### src/rtl/ddr_rx_target.sv
// HDR-DDR target receive stage: samples SDA on SCL edges in the mode chosen by the
// target engine and returns completion, preamble, error and deserialized bytes.
module ddr_rx_target #(
    parameter logic [4:0] CRC_SEED  = 5'h1F,
    parameter logic [3:0] TOKEN_VAL = 4'hC
) (
    input  logic       i_sys_clk,
    input  logic       i_sys_rst,
    input  logic       i_rx_en,
    input  logic [3:0] i_rx_mode,
    input  logic       i_sda,
    input  logic       i_scl_pos_edge,
    input  logic       i_scl_neg_edge,
    output logic       o_rx_mode_done,
    output logic       o_rx_pre,
    output logic       o_rx_error,
    output logic       o_rx_ddrccc_rnw,
    output logic [7:0] o_rx_data,
    output logic [6:0] o_rx_addr
);

    typedef enum logic [3:0] {
        MODE_INIT   = 4'd0,
        MODE_PRE    = 4'd1,
        MODE_DATA   = 4'd2,
        MODE_CCC    = 4'd3,
        MODE_PARITY = 4'd4,
        MODE_TOKEN  = 4'd5,
        MODE_CRC    = 4'd6,
        MODE_ADDR   = 4'd7,
        MODE_ZEROS  = 4'd8,
        MODE_SPRE   = 4'd9
    } mode_e;

    // CRC5, polynomial x^5 + x^2 + 1, one byte MSB first.
    function automatic logic [4:0] crc5_byte(input logic [4:0] seed, input logic [7:0] b);
        logic [4:0] c;
        c = seed;
        for (int i = 7; i >= 0; i--) begin
            c = {c[3:0], 1'b0} ^ ({5{c[4] ^ b[i]}} & 5'b00101);
        end
        return c;
    endfunction

    mode_e       mode;
    logic [3:0]  mode_q;
    logic [3:0]  bit_cnt;
    logic [3:0]  eff_cnt;
    logic [3:0]  need;
    logic [6:0]  shreg;
    logic [7:0]  shift_nxt;
    logic [15:0] word;
    logic [4:0]  crc;
    logic [1:0]  par_exp;
    logic        init_seen;
    logic        sample;
    logic        last;

    assign mode = mode_e'(i_rx_mode);

    // NOTE: every signal written here gets a default first, so no latch is inferred.
    always_comb begin
        need = 4'd0;
        case (mode)
            MODE_PRE:                                  need = 4'd1;
            MODE_SPRE, MODE_PARITY:                    need = 4'd2;
            MODE_TOKEN:                                need = 4'd4;
            MODE_CRC:                                  need = 4'd5;
            MODE_DATA, MODE_CCC, MODE_ADDR, MODE_ZEROS: need = 4'd8;
            default:                                   need = 4'd0;
        endcase
        // A mode change discards any partially collected bits.
        eff_cnt   = (i_rx_mode != mode_q) ? 4'd0 : bit_cnt;
        sample    = (i_scl_pos_edge | i_scl_neg_edge) & i_rx_en;
        shift_nxt = (eff_cnt == 4'd0) ? {7'd0, i_sda} : {shreg, i_sda};
        last      = sample && (need != 4'd0) && (eff_cnt + 4'd1 == need);
        par_exp   = {^(word & 16'hAAAA), ~^(word & 16'h5555)};
    end

    // NOTE: sequential state uses non-blocking assignments; later ones in the block override earlier ones.
    always_ff @(posedge i_sys_clk or negedge i_sys_rst) begin
        if (!i_sys_rst) begin
            o_rx_mode_done  <= 1'b0;
            o_rx_pre        <= 1'b0;
            o_rx_error      <= 1'b0;
            o_rx_ddrccc_rnw <= 1'b0;
            o_rx_data       <= 8'd0;
            o_rx_addr       <= 7'd0;
            mode_q          <= 4'd0;
            bit_cnt         <= 4'd0;
            shreg           <= 7'd0;
            word            <= 16'd0;
            crc             <= CRC_SEED;
            init_seen       <= 1'b0;
        end else begin
            mode_q         <= i_rx_mode;
            o_rx_mode_done <= 1'b0;
            if (!i_rx_en) begin
                bit_cnt   <= 4'd0;
                init_seen <= 1'b0;
            end else if (mode == MODE_INIT) begin
                bit_cnt <= 4'd0;
                if (!init_seen) begin
                    init_seen      <= 1'b1;
                    o_rx_mode_done <= 1'b1;
                    crc            <= CRC_SEED;
                    word           <= 16'd0;
                    o_rx_error     <= 1'b0;
                end
            end else begin
                init_seen <= 1'b0;
                if (need == 4'd0) begin
                    bit_cnt <= 4'd0;
                end else if (sample) begin
                    shreg <= shift_nxt[6:0];
                    if (eff_cnt == 4'd0) o_rx_error <= 1'b0;
                    if (last) begin
                        bit_cnt        <= 4'd0;
                        o_rx_mode_done <= 1'b1;
                        case (mode)
                            MODE_PRE: o_rx_pre <= shift_nxt[0];
                            MODE_SPRE: begin
                                o_rx_pre   <= shift_nxt[0];
                                o_rx_error <= ~shift_nxt[1];
                            end
                            MODE_DATA, MODE_CCC: begin
                                o_rx_data <= shift_nxt;
                                word      <= {word[7:0], shift_nxt};
                                crc       <= crc5_byte(crc, shift_nxt);
                                if (mode == MODE_CCC) o_rx_ddrccc_rnw <= shift_nxt[7];
                            end
                            MODE_ADDR: begin
                                o_rx_addr <= shift_nxt[7:1];
                                word      <= {word[7:0], shift_nxt};
                                crc       <= crc5_byte(crc, shift_nxt);
                            end
                            MODE_ZEROS:  o_rx_error <= |shift_nxt;
                            MODE_PARITY: o_rx_error <= (shift_nxt[1:0] != par_exp);
                            MODE_TOKEN:  o_rx_error <= (shift_nxt[3:0] != TOKEN_VAL);
                            MODE_CRC:    o_rx_error <= (shift_nxt[4:0] != crc);
                            default: ;
                        endcase
                    end else begin
                        bit_cnt <= eff_cnt + 4'd1;
                    end
                end else begin
                    bit_cnt <= eff_cnt;
                end
            end
        end
    end

endmodule
### config.mk
export PLATFORM = sky130hd
export DESIGN_NAME = ddr_rx_target
export DESIGN_NICKNAME = d
export VERILOG_FILES = /design/src/rtl/ddr_rx_target.sv
export SDC_FILE = /design/constraint.sdc
export NUM_CORES = 1
export LEC_CHECK = 0
export CORE_MARGIN = 8
export CORE_UTILIZATION = 62
export CTS_CLUSTER_DIAMETER = 200
export DETAILED_ROUTE_END_ITERATION = 12
export PLACE_DENSITY = 0.84
export SLEW_MARGIN = 10
export SYNTH_ARGS = -nofsm -noshare
export SYNTH_HDL_FRONTEND = slang
export SYNTH_SLANG_ARGS = --single-unit
### constraint.sdc
create_clock -name i_sys_clk -period 5.15 [get_ports i_sys_clk]
set_input_delay 1.03 -clock i_sys_clk [delete_from_list [all_inputs] [get_ports i_sys_clk]]
set_output_delay 1.03 -clock i_sys_clk [all_outputs]
set_load 0.005 [all_outputs]
==> run_results.csv <==
group,metric,value,unit
synth,yosysSeqAreaShare,43.3,%
power,leakage,1.64,nW
grt,grt_max_degree,57,
layout,drive_above_1_share,14.7,%
critical_path,endpoint_kind,"register",
sta,slew_violations,0,
routing,routed_wl,6.85,mm
grt,grt_pass1_wl,11.7,mm
clocking,cts_resized,0,
place,gp_congestion,0.949,
floorplanning,dieArea,0.00782,mm^2
critical_path,crit_required,5360,ps
power,pwr-share-clk,22.7,%
routing,drt_iter0_drc,201,
layout,nets,375,
synth,synth_area,0.00325,mm^2
sta,fmax,232,MHz
sta,fin_skew,10.2,ps
sta,slew_headroom,51.9,%
clocking,htreeDepth,2,
sta,finalHoldViolCount,0,
clocking,clockBufferDepth,2,
synth,syn_nets,353,
critical_path,criticalPathCategory,"input port to register",
clocking,cts_root_buf,"clkbuf_8",
routing,viasPerCell,5.85,
power,ir_drop,219,uV
power,switching_share,31.6,%
floorplanning,die-width,88.5,um
routing,drtAntennaViolNets,0,
routing,drt_pass1_iterations,4,
grt,antenna_found_initial,0,
routing,wire_per_inst,15.9,um
place,place_area,0.00359,mm^2
floorplanning,pin_count,29,
run_status,status,"completed",
layout,fin_area,0.00369,mm^2
place,dp_hpwl,4.96,mm
floorplanning,rows,26,
sta,worstMarginPinSlew,720,ps
clocking,cts_tree,"yes",
floorplanning,start_util,64.1,%
sta,setup_viol,0,
power,power.internal,0.000788,W
critical_path,crit_fanout,10,
layout,num-fill-cells,358,
grt,grt_usage,19.0,%
clocking,clkTransAtPathRegs,100,ps
clocking,cts_buffers,5,
power,power_per_cell_area,313,mW/mm^2
routing,drc,0,
clocking,clk_latency,320,ps
clocking,cts_hold_buf,0,
critical_path,crit_start,"i_rx_mode[1]",
sta,finalCritPeriodShare,83.8,%
routing,num_vias,2516,
job,maxCapViolCount,0,
floorplanning,core_region_area,0.00507,mm^2
hold_path,holdCritStartpoint,"o_rx_pre",
place,io_buffers,28,
power,power_frac_comb,29.4,%
clocking,cts.sinks,56,
synth,ys.flop_type,"dfrtp_1",
synth,netlist_instances,337,
synth,yosysUniqueCellTypes,53,
layout,area_growth,13.3,%
sta,rsz0062_at_grt,"no",
grt,grt_overflow,0,
critical_path,r2r-start,"mode_q[3]",
power,p_switching,0.000365,W
synth,avgSynthCellArea,9.66,um^2
layout,antenna_cells,0,
critical_path,critPathLaunchType,"input port",
sta,fin_crit,4320,ps
clocking,post_cts_buffers,0,
critical_path,cp_data_arrival_time,4520,ps
synth,synth-async-reset-ratio,100,%
floorplanning,die_height,88.5,um
sta,tns,0,ps
synth,yosysWarningCount,0,
power,power_frac_seq,48.0,%
synth,ys_ff_latch,56,
synth,synth-edff-count,0,
hold_path,hp-class,"register to register",
grt,grt_pass1_vias,2398,
[metrics by stage]
stage               worst slack [ps]  instances  power, W  util, %  hold WS, ps
global route                     669        430   0.00122     72.7          539
detailed placement               532        422  0.000897     70.7          498
global placement                 673        422  0.000884     70.7          490
finish                           834        430   0.00115     72.7          521
floorplan                       1190        337  0.000822        -          495
CTS                              862        430   0.00116     72.7          525
[cells by family after synthesis]
kind of cell             share of synthesized area (%)
adder cells (fa/ha/maj)                           2.31
XOR/XNOR                                          12.0
flip-flops                                        43.3
AO/OA/AOI/OAI                                     11.3
buffers and inverters                             5.69
multiplexers                                      8.61
AND/OR/NAND/NOR                                   16.8
[state kept, by name, summed over array words and instances (netlist names)]
name	cells
word	16
o_rx_ddrccc_rnw	1
o_rx_addr	7
o_rx_mode_done	1
o_rx_pre	1
bit_cnt	4
crc	5
o_rx_error	1
init_seen	1
shreg	7
mode_q	4
o_rx_data	8
[area by class of cell]
| type | count | area [um^2] | area share (%) |
|---|---|---|---|
| Clock inverter | 2 | 18.8 | 0.509 |
| Sequential cell | 56 | 1410 | 38.2 |
| Multi-Input combinational cell | 235 | 1670 | 45.2 |
| Clock buffer | 6 | 82.6 | 2.24 |
| Inverter | 26 | 97.6 | 2.65 |
| Timing Repair Buffer | 35 | 328 | 8.89 |
| Tap cell | 70 | 87.6 | 2.38 |
[cells in the mapped netlist (4+ instances only)]
library cell   n  area (um^2)
dfrtp_1       51         1280
nand3_1       13         65.1
inv_1         26         97.6
clkbuf_1      13         48.8
nor3_1         5         25.0
nand4_1        8         50.1
nor4_1         4         25.0
nor2_1        24         90.1
and3_1         4         25.0
o21ai_0       24          120
buf_2          4         20.0
xnor2_1       27          236
xor2_1        15          131
and2_1         9         56.3
nand2_1       18         67.6
mux2_2        24          270
a21oi_1        8         40.0
dfstp_2        5          131
a31oi_1        7         43.8
ha_1           6         75.1
[metal layers]
layer	vias to the layer above	GRT usage (%)	share of wire, %
li1	1200	-	-
met1	1239	26.2	47
met2	72	29.3	47
met3	5	4.18	5.5
met4	0	5.22	0.95
met5	-	0	0
[cells in the final DEF, fill, tap and decap left out, types with 9 or more instances in the layout]
master,count
clkdlybuf4s50_1,27
mux2_2,24
nand3_1,13
inv_1,26
xnor2_1,27
xor2_1,15
nand2_1,18
nor2_1,24
dfrtp_1,51
and2_1,9
o21ai_0,23
[final timing paths]
path	depth (start not counted)	endpoint	slack, ps
worst max-delay path	13	o_rx_data[2]	830
worst min-delay path	1	o_rx_pre	520
worst max register to register	12	o_rx_data[2]	1680
worst min register to register	1	o_rx_pre	520
max in group asynchronous	2	init_seen	3870
min in group asynchronous	2	word[12]	830
[power by group through the flow]
stage          logic (W)  clock network, W  registers (W)
2_1_floorplan   0.000284                 0       0.000539
3_3_place_gp    0.000327                 0       0.000557
3_5_place_dp    0.000337                 0       0.000560
4_1_cts         0.000339          0.000265       0.000552
5_1_grt         0.000371          0.000283       0.000561
6_report        0.000338          0.000261       0.000553
[worst max-delay path, cell delays in order]
cell	delay (ps)
clkdlybuf4s50_1	520
xor2_1	210
nor4_2	230
buf_4	190
nand2_1	90
inv_1	90
ha_1	240
or3_1	370
a21oi_1	190
o21ai_0	130
or2_1	410
nor3_4	440
mux2_2	390
(Power assumes the default switching activity.)
